`config.mk`:
```
export PLATFORM = sky130hd
export DESIGN_NAME = vl_equiv_monitor_flat
export DESIGN_NICKNAME = d
export VERILOG_FILES = /design/src/rtl/vl_equiv_monitor_if.sv /design/src/rtl/vl_equiv_monitor.sv /design/src/flat_wrapper.sv
export SDC_FILE = /design/constraint.sdc
export NUM_CORES = 1
export LEC_CHECK = 0
export CORE_ASPECT_RATIO = 0.75
export CORE_UTILIZATION = 40
export CTS_CLUSTER_DIAMETER = 200
export DETAILED_ROUTE_END_ITERATION = 7
export PLACE_DENSITY = 0.81
export SLEW_MARGIN = 20
export SYNTH_ARGS = -nofsm -noshare
export SYNTH_HDL_FRONTEND = slang
export SYNTH_SLANG_ARGS = --single-unit
```
`constraint.sdc`:
```
create_clock -name clk -period 3.3 [get_ports clk]
set_clock_uncertainty 0.05 [all_clocks]
set_input_delay 0.66 -clock clk [delete_from_list [all_inputs] [get_ports clk]]
set_output_delay 0.66 -clock clk [all_outputs]
set_load 0.03 [all_outputs]
```
`src/rtl/vl_equiv_monitor_if.sv`:
```
// Bundle of compare inputs and monitor results for vl_equiv_monitor.
// The bench drives through master; the monitor attaches as slave.
interface vl_equiv_monitor_if #(
   parameter int WIDTH = 8,
   parameter int NCHAN = 4,
   parameter int CNT_W = 16
);
   logic                     clear;
   logic                     check;
   logic [NCHAN-1:0]         chan_mask;
   logic [NCHAN*WIDTH-1:0]   spec_bus;
   logic [NCHAN*WIDTH-1:0]   impl_bus;
   logic [NCHAN-1:0]         mismatch;
   logic                     any_fail;
   logic [1:0]               state;
   logic [CNT_W-1:0]         check_count;
   logic [CNT_W-1:0]         fail_count;
   logic [$clog2(NCHAN):0]   first_chan;
   logic [WIDTH-1:0]         first_spec;
   logic [WIDTH-1:0]         first_impl;

   modport master (
      output clear, check, chan_mask, spec_bus, impl_bus,
      input  mismatch, any_fail, state, check_count, fail_count,
             first_chan, first_spec, first_impl
   );

   modport slave (
      input  clear, check, chan_mask, spec_bus, impl_bus,
      output mismatch, any_fail, state, check_count, fail_count,
             first_chan, first_spec, first_impl
   );
endinterface

```
`src/rtl/vl_equiv_monitor.sv`:
```
// Multi-channel 4-state spec-vs-impl equivalence monitor with counters and first-failure capture.
// Optional feature: define VL_CMP_XWILD_EN to treat unknown spec bits as wildcards.
module vl_equiv_monitor #(
   parameter int WIDTH  = 8,
   parameter int NCHAN  = 4,
   parameter int CNT_W  = 16,
   parameter int STICKY = 1
) (
   input logic               clk,
   input logic               rst,
   vl_equiv_monitor_if.slave bus
);
   localparam int CW = $clog2(NCHAN) + 1;
   localparam logic [CNT_W-1:0] CNT_MAX = {CNT_W{1'b1}};
   localparam logic [CNT_W-1:0] CNT_ONE = {{(CNT_W-1){1'b0}}, 1'b1};

   typedef enum logic [1:0] {
      ST_IDLE = 2'b00,
      ST_RUN  = 2'b01,
      ST_FAIL = 2'b10
   } state_t;

   function automatic logic [WIDTH-1:0] unknown_bits(input logic [WIDTH-1:0] v);
      logic [WIDTH-1:0] u;
      for (int b = 0; b < WIDTH; b++) begin
         u[b] = (v[b] !== 1'b0) && (v[b] !== 1'b1);
      end
      return u;
   endfunction

   // z and x both collapse to x so captured values never carry z
   function automatic logic [WIDTH-1:0] norm(input logic [WIDTH-1:0] v);
      logic [WIDTH-1:0] u;
      logic [WIDTH-1:0] n;
      u = unknown_bits(v);
      for (int b = 0; b < WIDTH; b++) begin
         n[b] = u[b] ? 1'bx : v[b];
      end
      return n;
   endfunction

   function automatic logic chan_diff(input logic [WIDTH-1:0] s, input logic [WIDTH-1:0] i);
      logic [WIDTH-1:0] su;
      logic [WIDTH-1:0] iu;
      logic             bit_ok;
      logic             diff;
      su   = unknown_bits(s);
      iu   = unknown_bits(i);
      diff = 1'b0;
      for (int b = 0; b < WIDTH; b++) begin
         if (su[b] && iu[b]) begin
            bit_ok = 1'b1;
         end else if (!su[b] && !iu[b]) begin
            bit_ok = (s[b] == i[b]);
         end else begin
            bit_ok = 1'b0;
         end
`ifdef VL_CMP_XWILD_EN
         bit_ok = bit_ok | su[b];
`endif
         diff = diff | ~bit_ok;
      end
      return diff;
   endfunction

   state_t             state_q, state_d;
   logic [NCHAN-1:0]   mismatch_q, mismatch_d;
   logic               any_fail_q, any_fail_d;
   logic [CNT_W-1:0]   check_count_q, check_count_d;
   logic [CNT_W-1:0]   fail_count_q, fail_count_d;
   logic               captured_q, captured_d;
   logic [CW-1:0]      first_chan_q, first_chan_d;
   logic [WIDTH-1:0]   first_spec_q, first_spec_d;
   logic [WIDTH-1:0]   first_impl_q, first_impl_d;

   logic [NCHAN-1:0]   mism_s;
   logic               fail_s;
   logic [CW-1:0]      first_idx_s;

   // Per-channel compare and lowest-index failing channel
   always_comb begin
      mism_s      = '0;
      first_idx_s = '0;
      for (int c = 0; c < NCHAN; c++) begin
         mism_s[c] = bus.chan_mask[c] &
                     chan_diff(bus.spec_bus[c*WIDTH +: WIDTH], bus.impl_bus[c*WIDTH +: WIDTH]);
      end
      for (int c = NCHAN - 1; c >= 0; c--) begin
         first_idx_s = mism_s[c] ? CW'(c) : first_idx_s;
      end
      fail_s = |mism_s;
   end

   // Next-state, counters and capture; clear beats check
   always_comb begin
      state_d       = state_q;
      mismatch_d    = '0;
      any_fail_d    = 1'b0;
      check_count_d = check_count_q;
      fail_count_d  = fail_count_q;
      captured_d    = captured_q;
      first_chan_d  = first_chan_q;
      first_spec_d  = first_spec_q;
      first_impl_d  = first_impl_q;
      if (bus.clear) begin
         state_d       = ST_IDLE;
         check_count_d = '0;
         fail_count_d  = '0;
         captured_d    = 1'b0;
         first_chan_d  = '0;
         first_spec_d  = '0;
         first_impl_d  = '0;
      end else if (bus.check) begin
         mismatch_d    = mism_s;
         any_fail_d    = fail_s;
         check_count_d = (check_count_q == CNT_MAX) ? CNT_MAX : check_count_q + CNT_ONE;
         if (fail_s) begin
            fail_count_d = (fail_count_q == CNT_MAX) ? CNT_MAX : fail_count_q + CNT_ONE;
         end else begin
            fail_count_d = fail_count_q;
         end
         if (fail_s && !captured_q) begin
            captured_d   = 1'b1;
            first_chan_d = first_idx_s;
            first_spec_d = norm(bus.spec_bus[first_idx_s*WIDTH +: WIDTH]);
            first_impl_d = norm(bus.impl_bus[first_idx_s*WIDTH +: WIDTH]);
         end else begin
            captured_d   = captured_q;
         end
         case (state_q)
            ST_IDLE, ST_RUN: state_d = fail_s ? ST_FAIL : ST_RUN;
            ST_FAIL:         state_d = (fail_s || (STICKY != 0)) ? ST_FAIL : ST_RUN;
            default:         state_d = ST_IDLE;
         endcase
      end else begin
         state_d = state_q;
      end
   end

   // State and result registers
   always_ff @(posedge clk or posedge rst) begin
      if (rst) begin
         state_q       <= ST_IDLE;
         mismatch_q    <= '0;
         any_fail_q    <= 1'b0;
         check_count_q <= '0;
         fail_count_q  <= '0;
         captured_q    <= 1'b0;
         first_chan_q  <= '0;
         first_spec_q  <= '0;
         first_impl_q  <= '0;
      end else begin
         state_q       <= state_d;
         mismatch_q    <= mismatch_d;
         any_fail_q    <= any_fail_d;
         check_count_q <= check_count_d;
         fail_count_q  <= fail_count_d;
         captured_q    <= captured_d;
         first_chan_q  <= first_chan_d;
         first_spec_q  <= first_spec_d;
         first_impl_q  <= first_impl_d;
      end
   end

   assign bus.mismatch    = mismatch_q;
   assign bus.any_fail    = any_fail_q;
   assign bus.state       = state_q;
   assign bus.check_count = check_count_q;
   assign bus.fail_count  = fail_count_q;
   assign bus.first_chan  = first_chan_q;
   assign bus.first_spec  = first_spec_q;
   assign bus.first_impl  = first_impl_q;
endmodule
```
`src/flat_wrapper.sv`:
```
// flat-port wrapper written by rule: the top's interface ports become plain ports
module vl_equiv_monitor_flat 
#(
   parameter int WIDTH  = 8,
   parameter int NCHAN  = 4,
   parameter int CNT_W  = 16,
   parameter int STICKY = 1
)
  (clk, rst, bus_clear, bus_check, bus_chan_mask, bus_spec_bus, bus_impl_bus, bus_mismatch, bus_any_fail, bus_state, bus_check_count, bus_fail_count, bus_first_chan, bus_first_spec, bus_first_impl);
  vl_equiv_monitor_if #(.WIDTH(WIDTH), .NCHAN(NCHAN), .CNT_W(CNT_W)) bus_i ();
  input logic clk;
  input logic rst;
  input wire logic [$bits(bus_i.clear)-1:0] bus_clear;
  input wire logic [$bits(bus_i.check)-1:0] bus_check;
  input wire logic [$bits(bus_i.chan_mask)-1:0] bus_chan_mask;
  input wire logic [$bits(bus_i.spec_bus)-1:0] bus_spec_bus;
  input wire logic [$bits(bus_i.impl_bus)-1:0] bus_impl_bus;
  output wire logic [$bits(bus_i.mismatch)-1:0] bus_mismatch;
  output wire logic [$bits(bus_i.any_fail)-1:0] bus_any_fail;
  output wire logic [$bits(bus_i.state)-1:0] bus_state;
  output wire logic [$bits(bus_i.check_count)-1:0] bus_check_count;
  output wire logic [$bits(bus_i.fail_count)-1:0] bus_fail_count;
  output wire logic [$bits(bus_i.first_chan)-1:0] bus_first_chan;
  output wire logic [$bits(bus_i.first_spec)-1:0] bus_first_spec;
  output wire logic [$bits(bus_i.first_impl)-1:0] bus_first_impl;
  assign bus_i.clear = bus_clear;
  assign bus_i.check = bus_check;
  assign bus_i.chan_mask = bus_chan_mask;
  assign bus_i.spec_bus = bus_spec_bus;
  assign bus_i.impl_bus = bus_impl_bus;
  assign bus_mismatch = bus_i.mismatch;
  assign bus_any_fail = bus_i.any_fail;
  assign bus_state = bus_i.state;
  assign bus_check_count = bus_i.check_count;
  assign bus_fail_count = bus_i.fail_count;
  assign bus_first_chan = bus_i.first_chan;
  assign bus_first_spec = bus_i.first_spec;
  assign bus_first_impl = bus_i.first_impl;
  vl_equiv_monitor #(.WIDTH(WIDTH), .NCHAN(NCHAN), .CNT_W(CNT_W), .STICKY(STICKY)) u_core (.clk(clk), .rst(rst), .bus(bus_i));
endmodule
```
**After elaboration in Yosys (flattened, before gate mapping)**

Cells that the tools add are included.

- $add $sub $neg: 2
- Equality and inequality tests: 196
- Shift-type cells: 2
- Mux-type cells: 111
- Bitwise operators: 64
- Reductions and logical operators: 218

Operators with widths:

| operator | number |
|---|---|
| !== test 1 bit (second input constant) | 160 |
| logical AND 1 bit | 145 |
| 2-to-1 mux 16 bit | 7 |
| 2-to-1 mux 1 bit | 85 |
| logical NOT 1 bit | 65 |
| variable part select 32 x 7 -> 8 bit | 2 |
| 2-to-1 mux 8 bit | 6 |
| adder 16 x 1 -> 16 bit (second input constant) | 2 |
| == test 1 bit | 32 |
| == test 16 bit (second input constant) | 2 |
| inverter 1 bit | 32 |
| bitwise OR 1 bit | 28 |
| 2-to-1 mux 3 bit | 6 |
| 2-to-1 mux 2 bit | 4 |
| 2-to-1 mux 4 bit | 2 |
| nonzero test 2 bit | 3 |
| bitwise AND 1 bit | 4 |
| case mux 2 bit (2 select lines) | 1 |
| AND reduction 2 bit | 2 |
| OR reduction 4 bit | 1 |
| == test 2 x 1 -> 1 bit (second input constant) | 1 |
| == test 2 bit (second input constant) | 1 |
| logical NOT 2 bit | 1 |
| OR reduction 2 bit | 1 |

- Register bits: 59
- Output and inout port bits: 58
- Logic and storage cells: 602

**Longest topological paths before layout**

Gate-level depths: netlist (run 1).

- Depth in word-level cells: 26
- Depth in mapped cells: 9
- Mapped depth without buffers: 7

**Worst setup path after synthesis (run 1)**

OpenSTA, ideal clock, no wires.

- Path type: flip-flop to flip-flop
- Start: register u_core.fail_count_q[0], in the netlist u_core.bus.fail_count[0]
- End: register u_core.fail_count_q[7], in the netlist u_core.bus.fail_count[7]
- Library setup time: 0.099 ns
- Data arrival time: 2.244 ns
- Data required time: 3.151 ns
- Slack: 0.907 ns
- Cell stages (with the launch flop): 9
- Path buffers: 1
- Cell sequence: dfrtp_1 -> ha_1 -> nand3_1 -> or4_1 -> buf_2 -> or2_1 -> o21ai_0 -> a21oi_1 -> a311oi_1

- Cells in the longest elaborated chain, start to end: 5
- Elaborated cells between the ends (all ways): 6

RTL lines:

| what | RTL line | RTL |
|---|---|---|
| start: declaration | vl_equiv_monitor.sv:70 | `logic [CNT_W-1:0] fail_count_q, fail_count_d;` |
| start signal: assignment | vl_equiv_monitor.sv:157 | `fail_count_q <= fail_count_d;` |
| adder 16 x 1 -> 16 bit / == test 16 bit (equally long branches) | vl_equiv_monitor.sv:118 | `fail_count_d = (fail_count_q == CNT_MAX) ? CNT_MAX : fail_count_q + CNT_ONE;` |
| 2-to-1 mux 16 bit (*) | vl_equiv_monitor.sv:118 |  |
| 2-to-1 mux 16 bit (*) | vl_equiv_monitor.sv:117 | `if (fail_s) begin` |
| 2-to-1 mux 16 bit (*) | vl_equiv_monitor.sv:113 | `end else if (bus.check) begin` |
| 2-to-1 mux 16 bit (*) | vl_equiv_monitor.sv:105 | `if (bus.clear) begin` |

Mark *: on every way between the ends. The rest lies on a longest branch, timed or not. The select of a mux whose other input is x is not followed.
A chain may end at the register's enable or synchronous reset.

**Final worst setup path (run 1)**

- Start: input bus_spec_bus[23]
- End: register u_core.first_impl_q[6], in the netlist u_core.bus.first_impl[6]

- Cells in the longest elaborated chain, start to end: 17
- Elaborated cells between the ends (all ways): 24

RTL lines:

| what | RTL line | RTL |
|---|---|---|
| start: declaration | flat_wrapper.sv:16 | `input wire logic [$bits(bus_i.spec_bus)-1:0] bus_spec_bus;` |
| !== test 1 bit | vl_equiv_monitor.sv:26 | `u[b] = (v[b] !== 1'b0) && (v[b] !== 1'b1);` |
| logical AND 1 bit | vl_equiv_monitor.sv:26 |  |
| logical NOT 1 bit | vl_equiv_monitor.sv:53 | `end else if (!su[b] && !iu[b]) begin` |
| logical AND 1 bit | vl_equiv_monitor.sv:53 |  |
| 2-to-1 mux 1 bit | vl_equiv_monitor.sv:53 |  |
| 2-to-1 mux 1 bit (*) | vl_equiv_monitor.sv:51 | `if (su[b] && iu[b]) begin` |
| inverter 1 bit (*) | vl_equiv_monitor.sv:61 | `diff = diff \| ~bit_ok;` |
| bitwise OR 1 bit (*) | vl_equiv_monitor.sv:61 |  |
| bitwise AND 1 bit (*) | vl_equiv_monitor.sv:85 | `mism_s[c] = bus.chan_mask[c] &` |
| 2-to-1 mux 3 bit (3 in a row) | vl_equiv_monitor.sv:89 | `first_idx_s = mism_s[c] ? CW'(c) : first_idx_s;` |
| variable part select 32 x 7 -> 8 bit | vl_equiv_monitor.sv:126 | `first_impl_d = norm(bus.impl_bus[first_idx_s*WIDTH +: WIDTH]);` |
| 2-to-1 mux 1 bit | vl_equiv_monitor.sv:37 | `n[b] = u[b] ? 1'bx : v[b];` |
| 2-to-1 mux 8 bit | vl_equiv_monitor.sv:122 | `if (fail_s && !captured_q) begin` |
| 2-to-1 mux 8 bit | vl_equiv_monitor.sv:113 |  |
| 2-to-1 mux 8 bit | vl_equiv_monitor.sv:105 |  |
| end signal: assignment | vl_equiv_monitor.sv:161 | `first_impl_q <= first_impl_d;` |
| end: declaration | vl_equiv_monitor.sv:74 | `logic [WIDTH-1:0] first_impl_q, first_impl_d;` |

Marks and branches as above.

==> results of run 1 <==
area by class of cell:
cell class                 count  area share
tap                          128     0.02902
clock inverter                 2    0.001814
sequential                    58      0.2630
inverter                      11    0.007481
clock buffer                  14     0.04965
multi-input combinational    337      0.3911
timing repair buffer         147      0.2580
power by group through the flow:
stage	Sequential, uW	Combinational, uW	Clock, uW
finish	762	464	873
global route	764	491	927
CTS	761	459	882
detailed placement	773	456	0
global placement	773	448	0
floorplan	816	190	0
cells in the final DEF (no fill, tap or decap), types with 9 or more instances in the layout:
cell	Yosys	layout
a21oi_1	32	32
a22o_1	16	16
a311oi_1	20	20
buf_4	3	19
clkbuf_16	0	9
clkdlybuf4s50_1	0	128
dfrtp_1	58	58
inv_1	10	9
nand2_1	34	34
nand3_1	12	12
nand4_1	10	10
nor2_1	54	54
o21a_1	22	22
o21ai_0	19	19
o21ai_1	12	12
xnor2_1	24	24
worst max-delay path by stage:
stage / startpoint / end / cells after the start
after global routing: bus_spec_bus[23] / u_core.bus.first_impl[6]$_DFFE_PP0P_ / 7
after CTS: bus_spec_bus[23] / u_core.bus.first_impl[6]$_DFFE_PP0P_ / 7
after detailed placement: bus_spec_bus[23] / u_core.bus.first_impl[6]$_DFFE_PP0P_ / 7
final: bus_spec_bus[23] / u_core.bus.first_impl[6]$_DFFE_PP0P_ / 7
after floorplan: u_core.bus.fail_count[0]$_DFFE_PP0P_ / u_core.bus.fail_count[7]$_DFFE_PP0P_ / 8
after global placement: bus_impl_bus[23] / u_core.bus.first_impl[0]$_DFFE_PP0P_ / 7
state kept, by name, indices dropped and copies added, names as in the netlist:
| name | count |
|---|---|
| u_core.bus.any_fail | 1 |
| u_core.bus.check_count | 16 |
| u_core.bus.fail_count | 16 |
| u_core.bus.first_chan | 2 |
| u_core.bus.first_impl | 8 |
| u_core.bus.first_spec | 8 |
| u_core.bus.mismatch | 4 |
| u_core.bus.state | 2 |
| u_core.captured_q | 1 |
worst max-delay path, stage by stage:
cell             delay, ns
clkdlybuf4s50_1       0.50
xor2_1                0.34
nor4_4                0.11
a21bo_4               0.31
a31oi_2               0.76
o21a_1                0.23
a22o_1                0.15
metrics by stage:
stage            util  area, sq um  worst slack [ns]
6_report       0.6051         5519            0.4301
5_1_grt        0.6051         5519            0.3277
3_5_place_dp   0.5739         5235            0.1603
4_1_cts        0.6051         5519            0.4640
2_1_floorplan       -         3782            0.9066
3_3_place_gp   0.5739         5235            0.3026
metal layers:
layer  global-route usage  vias up  wire length [um]
li1                     -     1872                 -
met1               0.3698     1921              5556
met2               0.4088      196              5730
met3              0.09091       27              1282
met4              0.06612        0               220
met5                    0        -                 0
cell families (layout without fill, tap and decap cells):
| group | count (synthesis) | after routing |
|---|---|---|
| other | 1 | 1 |
| AO/OA/AOI/OAI | 160 | 160 |
| multiplexers | 2 | 2 |
| AND/OR/NAND/NOR | 140 | 140 |
| flip-flops | 58 | 58 |
| buffers and inverters | 37 | 174 |
| XOR/XNOR | 32 | 32 |
| adder cells (fa/ha/maj) | 2 | 2 |
==> impl_metrics.py, run 1 <==
metrics = {
    "power": {
        "power_uw": 2098,
        "intPower_uw": 1515,
        "p_sw_frac": 0.2781,
        "p_leak_uw": 0.002221,
        "combPwrFrac": 0.221,
        "p_clk_frac": 0.416,
        "vdd_ir_drop_max_mv": 0.2708,
        "switching_power_uw": 583.6,
        "power_density_nw_per_um2": 380.2,
        "p_seq_frac": 0.363,
    },
    "timing": {
        "fmax_ghz": 0.3484,
        "hold_viol_final": 0,
        "tns_ns": 0,
        "drv_slew": 0,
        "rsz0062_at_grt": "false",
        "layout_min_cycle_time_ns": 2.870,
        "setup_viol": 0,
        "maxSlewHeadroom": 0.4074,
        "finalCritPeriodShare": 0.8697,
        "worst_pin_slew_ns": 0.8861,
        "holdWs_ns": 0.4595,
    },
    "detailed_routing": {
        "drt-vias-per-instance": 5.762,
        "drtIter0Drc": 381,
        "vias": 4016,
        "firstDrtPassIters": 5,
        "wire_per_inst_um": 18.35,
        "drc_errors": 0,
        "antenna_left": 0,
        "routed_wl_mm": 12.79,
    },
    "cts": {
        "worstSkewPairLatency_ns": 0.32,
        "clkTransAtPathRegs_ns": 0.05,
        "cts_buffer_depth": 2,
        "cts_resized": 0,
        "cts_tree": "yes",
        "cts_num_sinks": 58,
        "clockRootBuffer": "clkbuf_16",
        "cts_buffers": 9,
        "htree_levels": 3,
        "postCtsSetupRepairBufs": 0,
        "cts_hold_buf": 0,
    },
    "yosys": {
        "synthTopCellsByArea": "dfrtp_1, xnor2_1, nor2_1",
        "synth_cells": 432,
        "synth_area_leader_cell": "dfrtp_1",
        "syn_avg_cell_area_sq_um": 8.756,
        "synth_commonest_cells": "dfrtp_1, nor2_1, nand2_1",
        "synthMostInstantiatedCell": "dfrtp_1",
        "synth_warnings": 0,
        "synth_top_area_share": 0.3837,
        "ys_seq_area_frac": 0.3837,
        "synth_fa_ha_area_frac": 0.006616,
        "synth-simple-area-share": 0.1773,
        "synth-edff-count": 0,
        "synth_compound_area_frac": 0.3063,
        "async_flop_share": 1.000,
        "syn_area_sq_um": 3782,
        "synth-seq-cells": 58,
        "synth_xor_area_frac": 0.07410,
        "synth_cell_types": 54,
        "muxShareOfSynthArea": 0.005293,
        "synthFlopType": "dfrtp_1",
        "synth_fp_nets": 506,
        "synth_top_family_by_area": "compound AO/OA/AOI/OAI gates",
    },
    "worst_setup_path": {
        "r2r_setup_slack_ns": 0.77,
        "critPathCaptureType": "flop",
        "worstSetupPathType": "primary input to flop",
        "cp.arrival_ns": 3.07,
        "r2r_end": "u_core.bus.fail_count[11]$_DFFE_PP0P_",
        "start_kind": "primary input",
        "worstPathMaxFanout": 17,
        "worstPathRequired_ns": 3.50,
        "r2r_start": "u_core.bus.fail_count[0]$_DFFE_PP0P_",
        "ff2ff_path_depth": 6,
    },
    "worst_hold_path": {
        "hold_path.class": "flop to flop",
        "min_to": "u_core.bus.first_impl[5]$_DFFE_PP0P_",
        "min_path_cells": 1,
        "min_from": "u_core.bus.first_impl[5]$_DFFE_PP0P_",
    },
    "floorplan": {
        "fp-row-count": 30,
        "start_util": 0.4147,
        "die_y_um": 86.22,
        "coreArea_sq_um": 9121,
        "dieArea_sq_um": 9853,
        "pin_count": 130,
        "dieWidth_um": 114.3,
    },
    "final_layout": {
        "num_antenna_cells": 0,
        "drive_above_1_share": 0.07733,
        "layout.nets": 638,
        "multiInputGateArea_sq_um": 2158,
        "num-fill-cells": 746,
        "area_growth_pct": 45.91,
        "final-seq-area_sq_um": 1451,
        "finalNonFillerCells": 697,
    },
    "placed_design": {
        "place_congestion": 0.9867,
        "place_inst": 681,
        "hpwl_mm": 9.729,
        "port-buffer-count": 128,
    },
    "run_status": {
        "status": "complete, no violations",
    },
    "grt": {
        "grtUsageTotal": 0.2691,
        "antenna_found_initial": 0,
        "grt-ovfl-total": 0,
        "grt_pass1_wl_mm": 20.29,
        "grt_max_degree": 59,
        "grt_pass1_vias": 3945,
    },
    "run": {
        "maxCapViolCount": 0,
    },
}
Note: power is estimated with default switching activity, not from simulation.
==> run 2: changes to the inputs <==
--- a/config.mk
+++ b/config.mk
@@ -7,7 +7,6 @@
 export LEC_CHECK = 0
 export CORE_ASPECT_RATIO = 0.75
 export CORE_UTILIZATION = 40
-export CTS_CLUSTER_DIAMETER = 200
 export DETAILED_ROUTE_END_ITERATION = 7
 export PLACE_DENSITY = 0.81
 export SLEW_MARGIN = 20
==> results of run 2 <==
No change in the layout: final DEF, timing and power equal those of run 1.
